<file path="src/rtl/button_scan_ctrl.sv">
// Scans a 16-bit parallel-in serial-out button shift register, debounces each
// button and reports presses as one-cycle strobes.
module button_scan_ctrl #(
  parameter int unsigned CLK_DIV        = 2,
  parameter int unsigned DEBOUNCE_SCANS = 4,
  parameter int unsigned GAP_CYCLES     = 16
) (
  input  logic        clk_clk,
  input  logic        reset_reset_n,
  input  logic        enable,
  input  logic        shiftreg_out,
  output logic        shiftreg_clk,
  output logic        shiftreg_loadn,
  output logic [15:0] buttons,
  output logic [15:0] press_pulse,
  output logic        scan_done
);

  typedef enum logic [2:0] {
    IDLE,
    LOAD,
    SHIFT_LO,
    SHIFT_HI,
    UPDATE,
    GAP
  } state_e;

  localparam logic [15:0] DIV_LAST = 16'(CLK_DIV - 1);
  localparam logic [15:0] GAP_LAST = 16'(GAP_CYCLES - 1);
  localparam logic [3:0]  DEB_MAX  = 4'(DEBOUNCE_SCANS);

  state_e           state_q, state_d;
  logic [15:0]      cnt_q, cnt_d;
  logic [3:0]       bit_q, bit_d;
  logic [15:0]      raw_q, raw_d;
  logic [15:0]      btn_q, btn_d;
  logic [15:0]      pulse_q, pulse_d;
  logic             done_q, done_d;
  logic             sclk_q, sclk_d;
  logic             loadn_q, loadn_d;
  logic [15:0][3:0] deb_q, deb_d;
  logic             div_last;

  assign div_last = (cnt_q == DIV_LAST);

  always_ff @(posedge clk_clk or negedge reset_reset_n) begin
    if (!reset_reset_n) begin
      state_q <= IDLE;
      cnt_q   <= '0;
      bit_q   <= '0;
      raw_q   <= '0;
      btn_q   <= '0;
      pulse_q <= '0;
      done_q  <= 1'b0;
      sclk_q  <= 1'b0;
      loadn_q <= 1'b1;
      deb_q   <= '0;
    end else begin
      state_q <= state_d;
      cnt_q   <= cnt_d;
      bit_q   <= bit_d;
      raw_q   <= raw_d;
      btn_q   <= btn_d;
      pulse_q <= pulse_d;
      done_q  <= done_d;
      sclk_q  <= sclk_d;
      loadn_q <= loadn_d;
      deb_q   <= deb_d;
    end
  end

  always_comb begin
    state_d = state_q;
    cnt_d   = cnt_q + 16'd1;
    bit_d   = bit_q;
    raw_d   = raw_q;
    case (state_q)
      IDLE: begin
        cnt_d = '0;
        if (enable) state_d = LOAD;
      end
      LOAD: begin
        if (div_last) begin
          state_d = SHIFT_LO;
          cnt_d   = '0;
          bit_d   = '0;
        end
      end
      SHIFT_LO: begin
        // First sample ends up in bit 15 after all 16 shifts.
        if (div_last) begin
          raw_d   = {raw_q[14:0], ~shiftreg_out};
          state_d = SHIFT_HI;
          cnt_d   = '0;
        end
      end
      SHIFT_HI: begin
        if (div_last) begin
          cnt_d = '0;
          if (bit_q == 4'd15) begin
            state_d = UPDATE;
          end else begin
            bit_d   = bit_q + 4'd1;
            state_d = SHIFT_LO;
          end
        end
      end
      UPDATE: begin
        state_d = GAP;
        cnt_d   = '0;
      end
      GAP: begin
        if (cnt_q == GAP_LAST) begin
          cnt_d   = '0;
          state_d = enable ? LOAD : IDLE;
        end
      end
      default: begin
        state_d = IDLE;
        cnt_d   = '0;
      end
    endcase
  end

  // Pin outputs are decoded from the next state so they leave flops in step with it.
  always_comb begin
    loadn_d = (state_d != LOAD);
    sclk_d  = (state_d == SHIFT_HI);
    done_d  = (state_q == UPDATE);
    btn_d   = btn_q;
    deb_d   = deb_q;
    pulse_d = '0;
    if (state_q == UPDATE) begin
      for (int unsigned i = 0; i < 16; i++) begin
        if (raw_q[i] != btn_q[i]) begin
          if (4'(deb_q[i] + 4'd1) == DEB_MAX) begin
            btn_d[i] = ~btn_q[i];
            deb_d[i] = '0;
          end else begin
            deb_d[i] = deb_q[i] + 4'd1;
          end
        end else begin
          deb_d[i] = '0;
        end
      end
      pulse_d = btn_d & ~btn_q;
    end
  end

  assign shiftreg_clk   = sclk_q;
  assign shiftreg_loadn = loadn_q;
  assign buttons        = btn_q;
  assign press_pulse    = pulse_q;
  assign scan_done      = done_q;

endmodule

</file>
<file path="config.mk">
export PLATFORM = sky130hd
export DESIGN_NAME = button_scan_ctrl
export DESIGN_NICKNAME = d
export VERILOG_FILES = /design/src/rtl/button_scan_ctrl.sv
export SDC_FILE = /design/constraint.sdc
export NUM_CORES = 1
export LEC_CHECK = 0
export BUFFER_PORTS_ARGS = -buffer_cell sky130_fd_sc_hd__buf_4
export CELL_PAD_IN_SITES_DETAIL_PLACEMENT = 0
export CELL_PAD_IN_SITES_GLOBAL_PLACEMENT = 1
export CORE_MARGIN = 1
export CORE_UTILIZATION = 55
export CTS_BUF_LIST = sky130_fd_sc_hd__clkbuf_2 sky130_fd_sc_hd__clkbuf_4 sky130_fd_sc_hd__clkbuf_8
export CTS_CLUSTER_SIZE = 10
export DETAILED_ROUTE_END_ITERATION = 10
export HOLD_SLACK_MARGIN = 0.1
export PLACE_DENSITY_LB_ADDON = 0.12
export SYNTH_ARGS = -nofsm -noshare
export SYNTH_HDL_FRONTEND = slang
export SYNTH_SLANG_ARGS = --single-unit
</file>
<file path="constraint.sdc">
create_clock -name clk_clk -period 7.7 [get_ports clk_clk]
set_input_delay 0 -clock clk_clk [delete_from_list [all_inputs] [get_ports clk_clk]]
set_output_delay 0 -clock clk_clk [all_outputs]
set_load 0.01 [all_outputs]
</file>
==> results.ini, run 1 <==
[placed_design]
place_inst = 748
place.detailed.hpwl_um = 7740
place.gp.congestion = 0.812
place_ws_ns = 4.93
io_buffers = 38

[setup_path]
end_kind = register
worst_r2r_endpoint = cnt_q[2]
cp.required_ns = 7.98
startpoint_type = register
r2r_cells = 4
critical_path.max_fanout = 16
arrival_ns = 3.12
reg2reg_slack_ns = 4.86
path_class = reg2reg
r2r-start = cnt_q[5]

[floorplan]
core_um2 = 11600
start_util_pct = 57.1
die_y_um = 112
die_w_um = 112
num_rows = 39
dieArea_um2 = 12400
io_pins = 39

[synthesis]
synth.area.mux_share_pct = 5.72
syn_inst = 583
synthDominantCellAreaShare_pct = 51.9
synthXorXnorAreaFrac_pct = 4.91
ys_ff_latch = 138
synth_top_area_cell = dfrtp_1
syn_nets = 610
post-synth-top-count-cell = dfrtp_1
synth_compound_area_share_pct = 13.5
synth_top_family_by_area = simple AND/OR/NAND/NOR gates
netlist_top_cells_area = dfrtp_1 52%, a22o_1 5.4%, ha_1 4.4%, mux2_2 3.8%, xnor2_1 3.4%
synth_area_um2 = 6600
ys_async_sr_fraction_pct = 100
ys_seq_area_share_pct = 52.3
synth_common_cells = 137 x dfrtp_1, 42 x nand2_1, 41 x a22o_1, 34 x o21ai_0, 31 x nand3_1
synth_fa_ha_area_share_pct = 4.36
synth_warnings = 0
synth_cell_types = 48
yosys.area_share.simple_pct = 17.1
avgSynthCellArea_um2 = 11.3
synth_flop_cell = dfrtp_1
synth-edff-count = 0

[power_and_ir_drop]
p_comb_share_pct = 2.1
power_switching_uw = 322
pwr-share-clk_pct = 45.0
ir_drop_uv = 137
leakagePower_nw = 3.51
switching_share_pct = 23.2
sequentialPowerShare_pct = 52.9
power_density_nw_per_um2 = 185
p_int_mw = 1.06

[cts]
cts_buffers = 17
cts_setup_buffers = 0
cts_tree = yes
cts_sinks = 138
hold_buffers = 5
ctsResizeCount = 0
clockBufferDepth = 2
clk_pin_slew_worst_paths_ns = 0.08
cts_root_buf = clkbuf_8
clk_latency_ns = 0.45
htree_levels = 4

[route]
drc = 2
drt_iter0_markers = 281
drt-pass1-iter-count = 10
wl_um = 12500
ant_nets = 0
via_count = 4645
post_drt_wl_per_cell_um = 15.9
vias_per_cell = 5.92

[outcome]
violations = DRC
status = complete, but fails checks

[worst_hold_path]
hold_path_class = in2reg
holdPathStages = 3
whs_endpoint = raw_q[0]
min-delay-start = shiftreg_out

[sta]
maxSlewViolCount = 0
fin_ws_ns = 4.86
rsz0062_at_grt = false
timing.fmax_ghz = 0.352
slew_headroom_pct = 28.6
fin_setup_tns_ns = 0
worst_pin_slew_ns = 1.07
setup_viol = 0
period_share_pct = 36.9
period_minus_slack_ns = 2.84
finalHoldViolations = 0
skew_ns = 0.0136

[global_route]
grt_use_total_pct = 22.4
antenna_found_initial = 0
grt_remaining_overflow = 0
grt_max_degree = 76
grt_pass1_wl_um = 22100
grt_pass1_vias = 4821

[job]
drv_cap = 0

[final_layout]
n_fill_cell = 898
diodes = 0
area_delta_synth_final_pct = 13.3
final_layout_size_suffix_gt1_share_pct = 18.1
nNetsFinal = 656
final_cells = 785

==> per-stage QoR <==
stage               hold slack (ns)  instance area, um2  power, mW  utilization (%)
finish                        0.291                7480       1.38             64.7
global route                  0.259                7480       1.44             64.7
CTS                           0.261                7480       1.41             64.7
detailed placement           0.0218                6990      0.773             60.4
global placement             0.0223                6990      0.773             60.4
floorplan                    -0.296                6600      0.754                -
==> state kept, by name, summed over array words and instances (netlist names) <==
name,cells
deb_q,64
buttons,16
cnt_q,16
press_pulse,16
raw_q,16
bit_q,4
state_q,3
scan_done,1
shiftreg_clk,1
shiftreg_loadn,1
==> cell families after synthesis <==
kind of cell | after synthesis
multiplexers | 32
adder cells (fa/ha/maj) | 23
AND/OR/NAND/NOR | 207
flip-flops | 138
AO/OA/AOI/OAI | 119
XOR/XNOR | 37
buffers and inverters | 27
==> layer usage <==
layer	vias up	track usage [%]	wire, um
met2	87	36.6	6150
met3	7	6.86	455
met5	-	0	0
met4	0	7.30	81
met1	2309	28.7	5790
li1	2242	-	-
==> power groups by stage <==
stage	clock, mW	sequential (mW)	combinational (mW)
final	0.623	0.733	0.0289
after CTS	0.644	0.732	0.0304
after detailed placement	0	0.747	0.0263
after global placement	0	0.747	0.0260
after global routing	0.675	0.733	0.0336
after floorplan	0	0.745	0.00850
==> cell usage in the layout, fill, tap and decap left out, types with 22 or more instances in the layout <==
cell type / n
mux2_2: 22
a22o_1: 41
buf_4: 40
nand3_1: 31
nand2_1: 42
ha_1: 23
nor2_1: 27
dfrtp_1: 137
xnor2_1: 26
o21ai_0: 34
nor2b_1: 24
==> how the worst max path moves through the flow <==
stage                      to  startpoint  slack [ns]  depth (start not counted)
floorplan           raw_q[11]   cnt_q[13]        5.07                          7
global route         cnt_q[6]    cnt_q[5]        4.76                          4
global placement     cnt_q[2]   cnt_q[13]        5.07                          4
CTS                  cnt_q[2]    cnt_q[5]        4.91                          4
finish               cnt_q[2]    cnt_q[5]        4.86                          4
detailed placement   cnt_q[2]    cnt_q[5]        4.93                          4
==> cell type report <==
class	instances	area, um2	share of cell area, %
sequential	138	3450	46.2
multi-input combinational	418	3020	40.3
timing repair buffer	46	379	5.07
clock buffer	17	234	3.13
clock inverter	15	190	2.54
tap	143	179	2.39
inverter	8	30.0	0.401
==> worst max-delay path: stages (launching register included) <==
cell and delay (ns):
dfrtp_1 0.42, or4_1 0.58, nor4_1 0.81, o32a_1 0.72, nor3_1 0.13
No activity file was read; power rests on OpenSTA's default activity.
==> inputs of run 2 (changes only) <==
Settings changed: CORE_UTILIZATION 55 to 46.
Clock period 7.7 ns to 2.4 ns, I/O delays scaled along.
==> results.ini, run 2 (same netlist as run 1, synthesis figures left out) <==
[floorplan]
start_util_pct = 47.4  ; -9.7 points
die_w_um = 122  ; +9.2%
die_y_um = 122  ; +9.2%
io_pins = 39  ; unchanged
dieArea_um2 = 14800  ; +19%
core_um2 = 13900  ; +20%
num_rows = 43  ; +10%

[global_route]
grt_remaining_overflow = 0  ; unchanged
grt_max_degree = 71  ; -6.6%
grt_use_total_pct = 18.9  ; -3.6 points
grt_pass1_vias = 4659  ; -3.4%
grt_pass1_wl_um = 21700  ; -1.8%
antenna_found_initial = 0  ; unchanged

[cts]
clk_pin_slew_worst_paths_ns = 0.08  ; about the same
cts_tree = yes
cts_root_buf = clkbuf_8
clockBufferDepth = 2  ; unchanged
cts_setup_buffers = 0  ; unchanged
cts_sinks = 138  ; unchanged
cts_buffers = 17  ; unchanged
htree_levels = 4  ; unchanged
clk_latency_ns = 0.44  ; about the same

[final_layout]
n_fill_cell = 1208  ; +35%
largest_reg_flops = 64  ; unchanged
final_common_cell = dfrtp_1
nNetsFinal = 677  ; +3.2%
final_cells = 843  ; +7.4%
post-route-util_pct = 55.2  ; -9.5 points
final_area_um2 = 7700  ; +2.9%
regMostFlops = deb_q
most-common-layout-cells = 137 x dfrtp_1, 59 x buf_4, 42 x nand2_1
diodes = 0  ; unchanged
final_layout_size_suffix_gt1_share_pct = 20.8  ; +2.7 points
area_delta_synth_final_pct = 16.6

[route]
drt-pass1-iter-count = 5  ; -5
dr_wl_met2_um = 6130  ; -0.46%
ant_nets = 0  ; unchanged
met3_length_um = 400  ; -12%
top_layer = met4
wl_um = 12900  ; +3.3%
via_count = 4701  ; +1.2%
post_drt_wl_per_cell_um = 15.3  ; -3.8%
drt_iter0_markers = 273  ; -2.8%
vias_per_cell = 5.58  ; -5.8%
met1_length_um = 6240  ; +7.9%
drc = 0  ; -2

[sta]
finalHoldViolations = 0  ; unchanged
period_share_pct = 100  ; +63 points
worst_pin_slew_ns = 0.660  ; -0.406 ns
setup_viol = 2  ; +2
skew_ns = 0.0169  ; +0.00329 ns
fin_ws_ns = -0.00837  ; -4.87 ns
slew_headroom_pct = 56.0  ; +27 points
rsz0062_at_grt = true
whs_ns = 0.124  ; -0.167 ns
fin_setup_tns_ns = -0.0102  ; -0.0102 ns
period_minus_slack_ns = 2.41  ; -0.430 ns
timing.fmax_ghz = 0.415  ; +18%
maxSlewViolCount = 0  ; unchanged

[setup_path]
critical_path.max_fanout = 7  ; -9
arrival_ns = 2.72  ; -0.40 ns
path_class = reg2reg
startpoint = cnt_q[1]
end_kind = register
startpoint_type = register
r2r-start = cnt_q[1]
cp.required_ns = 2.72  ; -5.26 ns

[outcome]
status = complete, but fails checks
violations = setup timing

[placed_design]
io_buffers = 38  ; unchanged
place_ws_ns = 0.0153  ; -4.92 ns
place.gp.congestion = 0.792  ; -2.4%
place.detailed.hpwl_um = 8620  ; +11%
place_area_um2 = 7230  ; +3.4%
place_inst = 807  ; +7.9%

[job]
drv_cap = 0  ; unchanged

[power_and_ir_drop]
ir_drop_uv = 461  ; +240%
power_mw = 4.43  ; +220%
power_density_nw_per_um2 = 576  ; +210%
leakagePower_nw = 3.62  ; +3.2%

[worst_hold_path]
hold_path_class = in2async

run 2: cell count changes in the layout (fill, tap and decap cells not counted), sizes merged:
cell         change
inv              +1
buf             +21
dlygate4sd3      -1
clkinvlp         -1
or3              +1
run 2: worst paths after layout:
check | to | slack, ns | cells past startpoint
max in group asynchronous | shiftreg_loadn | 1.50 | 3
min in group clk_clk | raw_q[0] | 0.34 | 3
max reg2reg | raw_q[4] | -0.008 | 6
min reg2reg | press_pulse[13] | 0.50 | 1
max | raw_q[4] | -0.008 | 6
min | deb_q[7] | 0.12 | 2
run 2: cell type report:
cell class              instances  area (um2)  area share (%)
clock buffers                  17         234            3.04
inverters                       8        30.0           0.390
flip-flops and latches        138        3450            44.9
repair buffers                 66         536            6.96
well taps                     180         225            2.93
multi-input cells             419        3030            39.4
clock inverters                15         188            2.44
run 2: layer usage:
layer,vias to the layer above,global-route usage [%]
met5,-,0
met4,0,6.40
met3,11,5.24
met2,65,30.4
met1,2343,24.4
li1,2282,-
run 2: report_power, final:
part | switching, mW | internal, mW
Clock | 0.949 | 1.05
Sequential | 0.0158 | 2.33
Combinational | 0.0612 | 0.0290
run 2: what timing repair did:
| action | CTS | global route |
|---|---|---|
| resized for setup | 0 | 2 |
| endpoints found under the setup margin | 4 | 16 |
| hold buffers | 3 | 0 |
| endpoints found under the hold margin | 109 | 0 |
| cloned | 0 | 1 |
run 2: worst max-delay path, cell delays in order (launching register included):
cell,delay [ns]
dfrtp_1,0.40
inv_1,0.06
ha_1,0.12
or3b_4,0.37
or4_4,0.57
or3_4,0.44
mux2_4,0.33
